File: config.mk
export PLATFORM = sky130hd
export DESIGN_NAME = morse_transmitter_flat
export DESIGN_NICKNAME = d
export VERILOG_FILES = /design/src/rtl/morse_transmitter_pkg.sv /design/src/rtl/morse_transmitter_if.sv /design/src/rtl/morse_transmitter_timer.sv /design/src/rtl/morse_transmitter.sv /design/src/flat_wrapper.sv
export SDC_FILE = /design/constraint.sdc
export NUM_CORES = 1
export LEC_CHECK = 0
export CELL_PAD_IN_SITES_DETAIL_PLACEMENT = 0
export CELL_PAD_IN_SITES_GLOBAL_PLACEMENT = 1
export CORE_ASPECT_RATIO = 1.25
export CORE_MARGIN = 3
export CORE_UTILIZATION = 55
export CTS_BUF_LIST = sky130_fd_sc_hd__clkbuf_8
export CTS_CLUSTER_SIZE = 20
export DETAILED_ROUTE_END_ITERATION = 12
export DONT_BUFFER_PORTS = 1
export GPL_TIMING_DRIVEN = 0
export PLACE_DENSITY_LB_ADDON = 0.2
export SKIP_CTS_REPAIR_TIMING = 1
export SYNTH_ARGS = -nofsm -noshare
export SYNTH_HDL_FRONTEND = slang
export SYNTH_SLANG_ARGS = --single-unit
File: constraint.sdc
create_clock -name clock -period 5.25 [get_ports clock]
set_input_delay 1.05 -clock clock [delete_from_list [all_inputs] [get_ports clock]]
set_output_delay 1.05 -clock clock [all_outputs]
set_load 0.01 [all_outputs]
File: src/rtl/morse_transmitter_pkg.sv
// Shared definitions for the morse transmit path: slot codes, FSM states,
// and a helper that tells whether any mark is left in a packed word.
package morse_transmitter_pkg;

    // Slot codes; 2'b10 is invalid and handled like NONE.
    localparam logic [1:0] MORSE_NONE = 2'b00;
    localparam logic [1:0] MORSE_DOT  = 2'b01;
    localparam logic [1:0] MORSE_LINE = 2'b11;

    typedef enum logic [2:0] {
        ST_IDLE,
        ST_FETCH,
        ST_MARK,
        ST_GAP,
        ST_DONE
    } state_e;

    // Both DOT (01) and LINE (11) have bit 0 of their slot set; NONE and
    // the invalid code do not.
    function automatic logic has_mark(input logic [9:0] word);
        return word[8] | word[6] | word[4] | word[2] | word[0];
    endfunction

endpackage

File: src/rtl/morse_transmitter_if.sv
// Start/busy/done handshake plus the packed code word and the mark output.
interface morse_transmitter_if;

    logic       start;
    logic [9:0] code;
    logic       signal_out;
    logic       busy;
    logic       done;

    modport master (
        output start,
        output code,
        input  signal_out,
        input  busy,
        input  done
    );

    modport slave (
        input  start,
        input  code,
        output signal_out,
        output busy,
        output done
    );

endinterface

File: src/rtl/morse_transmitter_timer.sv
// Loadable down-counter that stops at zero; shared by mark and gap timing.
module morse_timer #(
    parameter int unsigned CNT_W = 27
) (
    input  logic             clk_i,
    input  logic             rst_i,
    input  logic             load_i,
    input  logic [CNT_W-1:0] load_val_i,
    output logic             expired_o
);

    logic [CNT_W-1:0] count_q;

    // Count register: load wins, otherwise count down and hold at zero.
    always_ff @(posedge clk_i) begin
        if (rst_i) begin
            count_q <= '0;
        end else if (load_i) begin
            count_q <= load_val_i;
        end else if (count_q != '0) begin
            count_q <= count_q - 1'b1;
        end
    end

    assign expired_o = (count_q == '0);

endmodule

File: src/rtl/morse_transmitter.sv
// Replays a 10-bit packed morse word (slot 4 first) as timed marks and gaps.
module morse_transmitter
    import morse_transmitter_pkg::*;
#(
    parameter int unsigned DOT_TICKS  = 25000000,
    parameter int unsigned LINE_TICKS = 75000000,
    parameter int unsigned GAP_TICKS  = 25000000,
    parameter int unsigned CNT_W      = 27
) (
    input  logic               clock,
    input  logic               resetn,
    morse_transmitter_if.slave bus
);

    localparam logic [CNT_W-1:0] DOT_LD  = CNT_W'(DOT_TICKS - 1);
    localparam logic [CNT_W-1:0] LINE_LD = CNT_W'(LINE_TICKS - 1);
    localparam logic [CNT_W-1:0] GAP_LD  = CNT_W'(GAP_TICKS - 1);

    state_e           state_q, state_d;
    logic [9:0]       sh_q, sh_d;
    logic [2:0]       idx_q, idx_d;
    logic             sig_q, sig_d;
    logic             busy_q;
    logic             done_q;
    logic             tmr_load;
    logic [CNT_W-1:0] tmr_val;
    logic             tmr_expired;
    logic             fetch_now;

    morse_timer #(
        .CNT_W (CNT_W)
    ) u_timer (
        .clk_i      (clock),
        .rst_i      (resetn),
        .load_i     (tmr_load),
        .load_val_i (tmr_val),
        .expired_o  (tmr_expired)
    );

    // A slot is examined in FETCH, and also on the last gap cycle so that
    // a mark following the gap starts without an extra low cycle.
    assign fetch_now = (state_q == ST_FETCH) ||
                       ((state_q == ST_GAP) && tmr_expired);

    // Next-state, shift register, slot index, timer load and mark level.
    always_comb begin
        state_d  = state_q;
        sh_d     = sh_q;
        idx_d    = idx_q;
        sig_d    = sig_q;
        tmr_load = 1'b0;
        tmr_val  = '0;

        case (state_q)
            ST_IDLE: begin
                sig_d = 1'b0;
                if (bus.start) begin
                    sh_d    = bus.code;
                    idx_d   = 3'd4;
                    state_d = ST_FETCH;
                end
            end
            ST_MARK: begin
                sig_d = 1'b1;
                if (tmr_expired) begin
                    sig_d = 1'b0;
                    sh_d  = {sh_q[7:0], 2'b00};
                    if (idx_q != 3'd0) begin
                        idx_d = idx_q - 3'd1;
                    end
                    if (has_mark({sh_q[7:0], 2'b00})) begin
                        tmr_load = 1'b1;
                        tmr_val  = GAP_LD;
                        state_d  = ST_GAP;
                    end else begin
                        state_d  = ST_DONE;
                    end
                end
            end
            ST_GAP: begin
                sig_d = 1'b0;
            end
            ST_DONE: begin
                sig_d   = 1'b0;
                state_d = ST_IDLE;
            end
            ST_FETCH: begin
                sig_d = 1'b0;
            end
            default: begin
                state_d = ST_IDLE;
            end
        endcase

        if (fetch_now) begin
            case (sh_q[9:8])
                MORSE_DOT: begin
                    tmr_load = 1'b1;
                    tmr_val  = DOT_LD;
                    sig_d    = 1'b1;
                    state_d  = ST_MARK;
                end
                MORSE_LINE: begin
                    tmr_load = 1'b1;
                    tmr_val  = LINE_LD;
                    sig_d    = 1'b1;
                    state_d  = ST_MARK;
                end
                default: begin
                    sh_d = {sh_q[7:0], 2'b00};
                    if (idx_q == 3'd0) begin
                        state_d = ST_DONE;
                    end else begin
                        idx_d   = idx_q - 3'd1;
                        state_d = ST_FETCH;
                    end
                end
            endcase
        end
    end

    // State and output registers; busy/done follow the upcoming state.
    always_ff @(posedge clock) begin
        if (resetn) begin
            state_q <= ST_IDLE;
            sh_q    <= '0;
            idx_q   <= '0;
            sig_q   <= 1'b0;
            busy_q  <= 1'b0;
            done_q  <= 1'b0;
        end else begin
            state_q <= state_d;
            sh_q    <= sh_d;
            idx_q   <= idx_d;
            sig_q   <= sig_d;
            busy_q  <= (state_d != ST_IDLE);
            done_q  <= (state_d == ST_DONE);
        end
    end

    assign bus.signal_out = sig_q;
    assign bus.busy       = busy_q;
    assign bus.done       = done_q;

endmodule

File: src/flat_wrapper.sv
// flat-port wrapper written by rule: the top's interface ports become plain ports
module morse_transmitter_flat import morse_transmitter_pkg::*;
#(
    parameter int unsigned DOT_TICKS  = 25000000,
    parameter int unsigned LINE_TICKS = 75000000,
    parameter int unsigned GAP_TICKS  = 25000000,
    parameter int unsigned CNT_W      = 27
)
  (clock, resetn, bus_start, bus_code, bus_signal_out, bus_busy, bus_done);
  morse_transmitter_if bus_i ();
  input  logic clock;
  input  logic resetn;
  input wire logic [$bits(bus_i.start)-1:0] bus_start;
  input wire logic [$bits(bus_i.code)-1:0] bus_code;
  output wire logic [$bits(bus_i.signal_out)-1:0] bus_signal_out;
  output wire logic [$bits(bus_i.busy)-1:0] bus_busy;
  output wire logic [$bits(bus_i.done)-1:0] bus_done;
  assign bus_i.start = bus_start;
  assign bus_i.code = bus_code;
  assign bus_signal_out = bus_i.signal_out;
  assign bus_busy = bus_i.busy;
  assign bus_done = bus_i.done;
  morse_transmitter #(.DOT_TICKS(DOT_TICKS), .LINE_TICKS(LINE_TICKS), .GAP_TICKS(GAP_TICKS), .CNT_W(CNT_W)) u_core (.clock(clock), .resetn(resetn), .bus(bus_i));
endmodule
# Word level (Yosys, flattened, before mapping)
# Index checks and enable logic that the tools add are counted.
[totals]
word_cells = 66
reg_bits = 46
[op_classes]
n_eq_ne = 7
n_reduce_logical = 12
bitwise_logic = 3
addsub = 2
muxes = 35
[ops]
columns = ["op", "count"]
rows = [
  ["2-to-1 mux 27 bit", 5],
  ["case mux 27 bit (2 select lines)", 1],
  ["2-to-1 mux 10 bit", 4],
  ["2-to-1 mux 3 bit", 12],
  ["zero test 27 bit", 1],
  ["nonzero test 27 bit", 1],
  ["subtractor 27 x 1 -> 27 bit (second input constant)", 1],
  ["2-to-1 mux 25 bit", 1],
  ["case mux 10 bit (2 select lines)", 1],
  ["case mux 3 bit (3 select lines)", 1],
  ["2-to-1 mux 1 bit", 8],
  ["== test 3 x 2 -> 1 bit (second input constant)", 2],
  ["== test 3 bit (second input constant)", 2],
  ["zero test 3 bit", 2],
  ["case mux 3 bit (2 select lines)", 1],
  ["nonzero test 3 bit", 2],
  ["OR reduction 2 bit", 2],
  ["OR reduction 4 bit", 1],
  ["== test 3 x 1 -> 1 bit (second input constant)", 1],
  ["OR 1 bit", 3],
  ["subtractor 3 x 1 -> 3 bit (second input constant)", 1],
  ["== test 2 x 1 -> 1 bit (second input constant)", 1],
  ["== test 2 bit (second input constant)", 1],
  ["case mux 1 bit (2 select lines)", 1],
  ["3 further kinds", 3],
]

# Logic depth before layout (Yosys ltp)
[depth]
depth_word = 9
depth_mapped = 10

# Modules after synthesis
# From an unflattened synthesis, not the netlist that was laid out.
[hier_totals]
hier_cells = 279
area_unflattened_um2 = 2356.0
[by_module_without_submodules]
columns = ["mod", "seq_area_each_um2", "instances", "cells_each", "area_per_inst_um2"]
rows = [
  ["morse_timer", 540.5, 1, 170, 1420.1],
  ["morse_transmitter", 380.4, 1, 109, 935.9],
]

# Least setup slack after synthesis
# No wires, ideal clock.
[synth_path]
path_type = "input to register"
from = "input resetn"
to = "register u_core.busy_q (netlist: u_core.bus.busy)"
slack_ps = 2997
path_buffers = 3
cell_stages = 4
setup_time_ps = 130
t_arrival_ps = 2123
path_cell_list = "clkbuf_1 > buf_1 > clkbuf_1 > nor3_1"
[synth_rtl]
columns = ["item", "line", "rtl"]
rows = [
  ["from (decl)", "flat_wrapper.sv:12", "input logic resetn;"],
  ["to (signal assigned)", "morse_transmitter.sv:136", "busy_q <= (state_d != ST_IDLE);"],
  ["to (decl)", "morse_transmitter.sv:23", "logic busy_q;"],
]
# No word-level cell between the ends.

# Final worst setup path
[layout_path]
from = "input resetn"
to = "register u_core.busy_q (netlist: u_core.bus.busy)"
# No word-level cell between the ends.

==> impl_results.md <==
- Die X: between 60 and 70 um
- Global-route wire length before repair: between 10 and 15 mm
- Detailed Routing Iterations Pass 1: 4
- Netlist cell types: 63
- Clk Latency, worst-skew pair: 300 ps
- Nets@finish: just over 300
- Minimum clock period: roughly 2500 ps
- Row count: 27
- Slew Limit Headroom: 47.7%
- Startpoint types: primary input
- I/O Pins: 16
- Syn Inst Count: 281
- Req. time, crit path: roughly 5400 ps
- Top cells by area, synth: dfxtp_1 (36%), xor2_1 (4.1%), o21ai_2 (3.4%)
- Syn Std Cell Area: 0.00256 mm2
- CTS Sinks: between 40 and 50
- Final hold viol count: 0
- LEAKAGE: 1.01 nW
- Vias in the first global route: 2153
- DRT iter0 DRCs: 94
- Setup violations, final: 0
- Root Driver: clkbuf_8
- CTS tree: done
- Top Usage Layer GRT: met2
- RSZ-0062 raised after global routing: false
- Endpoint type of the worst setup path: register
- Clk pwr share: a little over a tenth
- Slowest cell on crit path: buf_1
- Hold slack: 481 ps
- Leading area contributor after synthesis: dfxtp_1
- CP max FO: 10
- Met1 Track Usage GR: slightly above 30%
- Non-Filler Instances: 347
- Run status: finished clean
- Post-DP HPWL: between 4 and 5 mm
- #FFs+latches synth: 46
- Crit path top cell by count: clkbuf_1
- Async set-or-reset flop fraction in the synthesized netlist: 0%
- PwrDens: 790 mW/mm2
- Combinational group share of total power: between 50 and 60%
- Crit path DAT: 2670 ps
- Largest net degree at the start of global routing: 14
- Most common cell after layout, fill and taps aside: dfxtp_1
- Clock Skew: about 5.7 ps
- DR WL/cell: 17.8 um
- Synth Net Count: 297
- Total Wirelength: approximately 6 mm
- Initial antenna violation count: 0
- Hold Path Class: register to register
- Power Internal: 1.09 mW
- Synth top area share: a little over a third
- GPL Wtd Cong: approximately 0.88
- Maxcap violations: 0
- Switching pwr: 1.06 mW
- Via-to-Cell Ratio: 6.23
- Post-Place Cells: 339
- Via count: 2161
- Initial Util: 57.3%
- Power share of the sequential group: 30.5%
- Worst slew pin tran: 785 ps
- F_max: approximately 400 MHz
- M2 GR Usage: 45.6%
- Synthesis-to-finish area growth: 6.41%
- Number of I/O port buffers: 0
- Pins Over Slew Limit: 0
- Post-route ant nets: 0
- Most frequent cells in the layout: dfxtp_1 (46), nor2_1 (18), a21oi_1 (17)
- Proportion of layout cells with a drive suffix above 1: approximately 15%
- Max incr delay on CP: 660 ps
- Height of the chip: 82.2 um
- Post-synth EDFFs: 0
- Sw Ratio: between 40 and 50%
- Number of remaining DRC errors: 0
- Fin Setup TNS: 0 ps
- Inserted Clock Buffers: 5
- M3 GR Usage: 4.19%
- GRT overflow: 0
- Crit Path Class: primary input to register
- CP Cell Sequence: clkbuf_1 -> buf_1 -> clkbuf_1 -> nor3_1
- Diode count: 0
- Top_reg_cell synth: dfxtp_1
- Tcrit/Tclk final: a little under half
- H-Tree Depth: 2
- Die area: 0.00551 mm2
- Worst IR Drop VDD: 0.000409 V
- Bufs on Longest Clock Path: 2
- Clock slew seen by the registers of the worst setup and hold paths: about 90 ps
- Core ar.: around 0.0045 mm2
- GRT Util Overall: 25.2%
- Register area share after synthesis: 36.0%
- Syn avg cell area: 9.10 um2
- Synth warn: 0
power groups by stage:
stage / clock network (mW) / logic, mW / registers, mW
after detailed placement: 0 / 1.25 / 0.661
after floorplan: 0 / 0.991 / 0.622
final: 0.229 / 1.26 / 0.656
after global routing: 0.248 / 1.41 / 0.679
after global placement: 0 / 1.24 / 0.657
after CTS: 0.230 / 1.26 / 0.654
critical path, delay by kind of cell:
kind | cells | cell delay, ps
AND/OR/NAND/NOR | 1 | 90
buffers and inverters | 3 | 1520
logic make-up after synthesis:
group | synth area share [%]
AND/OR/NAND/NOR | 28.0
AO/OA/AOI/OAI | 21.3
flip-flops | 36.0
buffers and inverters | 4.16
XOR/XNOR | 6.17
multiplexers | 2.79
adder cells (fa/ha/maj) | 1.47
per-stage QoR:
step / utilization, % / power [mW] / cell area (um2) / setup slack [ps]
after floorplan: - / 1.61 / 2560 / 3000
after global placement: 59.0 / 1.89 / 2630 / 2440
after detailed placement: 59.0 / 1.91 / 2630 / 2460
after CTS: 61.0 / 2.14 / 2720 / 2760
after global routing: 61.0 / 2.34 / 2720 / 2620
final: 61.0 / 2.15 / 2720 / 2760
registers in the layout, indices dropped and copies added, names as in the netlist:
register	flops
u_core.state_q	3
u_core.bus.done	1
u_core.idx_q	3
u_core.bus.signal_out	1
u_core.u_timer.count_q	27
u_core.bus.busy	1
u_core.sh_q	10
cell usage after synthesis (5+ instances only):
cell type / number
nor4_1: 7
o21ai_2: 10
nand3_1: 8
xnor2_1: 6
a221o_1: 6
o21ai_0: 14
and3_1: 8
dfxtp_1: 46
nor2_1: 18
nand2_1: 12
or3_1: 5
a21oi_1: 17
nor3_1: 14
clkbuf_1: 11
inv_1: 7
xor2_1: 12
final cells by class:
type	count	area, um2
fill	433	1740
sequential	46	921
clock buffer	6	82.6
clock inverter	2	8.76
multi-input combinational	212	1530
inverter	7	26.3
tap	58	72.6
buffer	16	80.1
routing by layer:
metal / share of wire [%] / vias to the layer above / wire length, um
li1: - / 1070 / -
met1: 43 / 1030 / 2650
met2: 51 / 51 / 3170
met3: 4.2 / 10 / 259
met4: 1.4 / 0 / 86
met5: 0 / - / 0
worst paths after layout:
path         depth (start not counted)  slack (ps)                       from                         end
min                                  2         480             u_core.sh_q[1]              u_core.sh_q[1]
max                                  4        2760                     resetn             u_core.bus.busy
min reg2reg                          2         480             u_core.sh_q[1]              u_core.sh_q[1]
max reg2reg                          9        2870  u_core.u_timer.count_q[0]  u_core.u_timer.count_q[15]
Power figures use the tool's default switching activity.
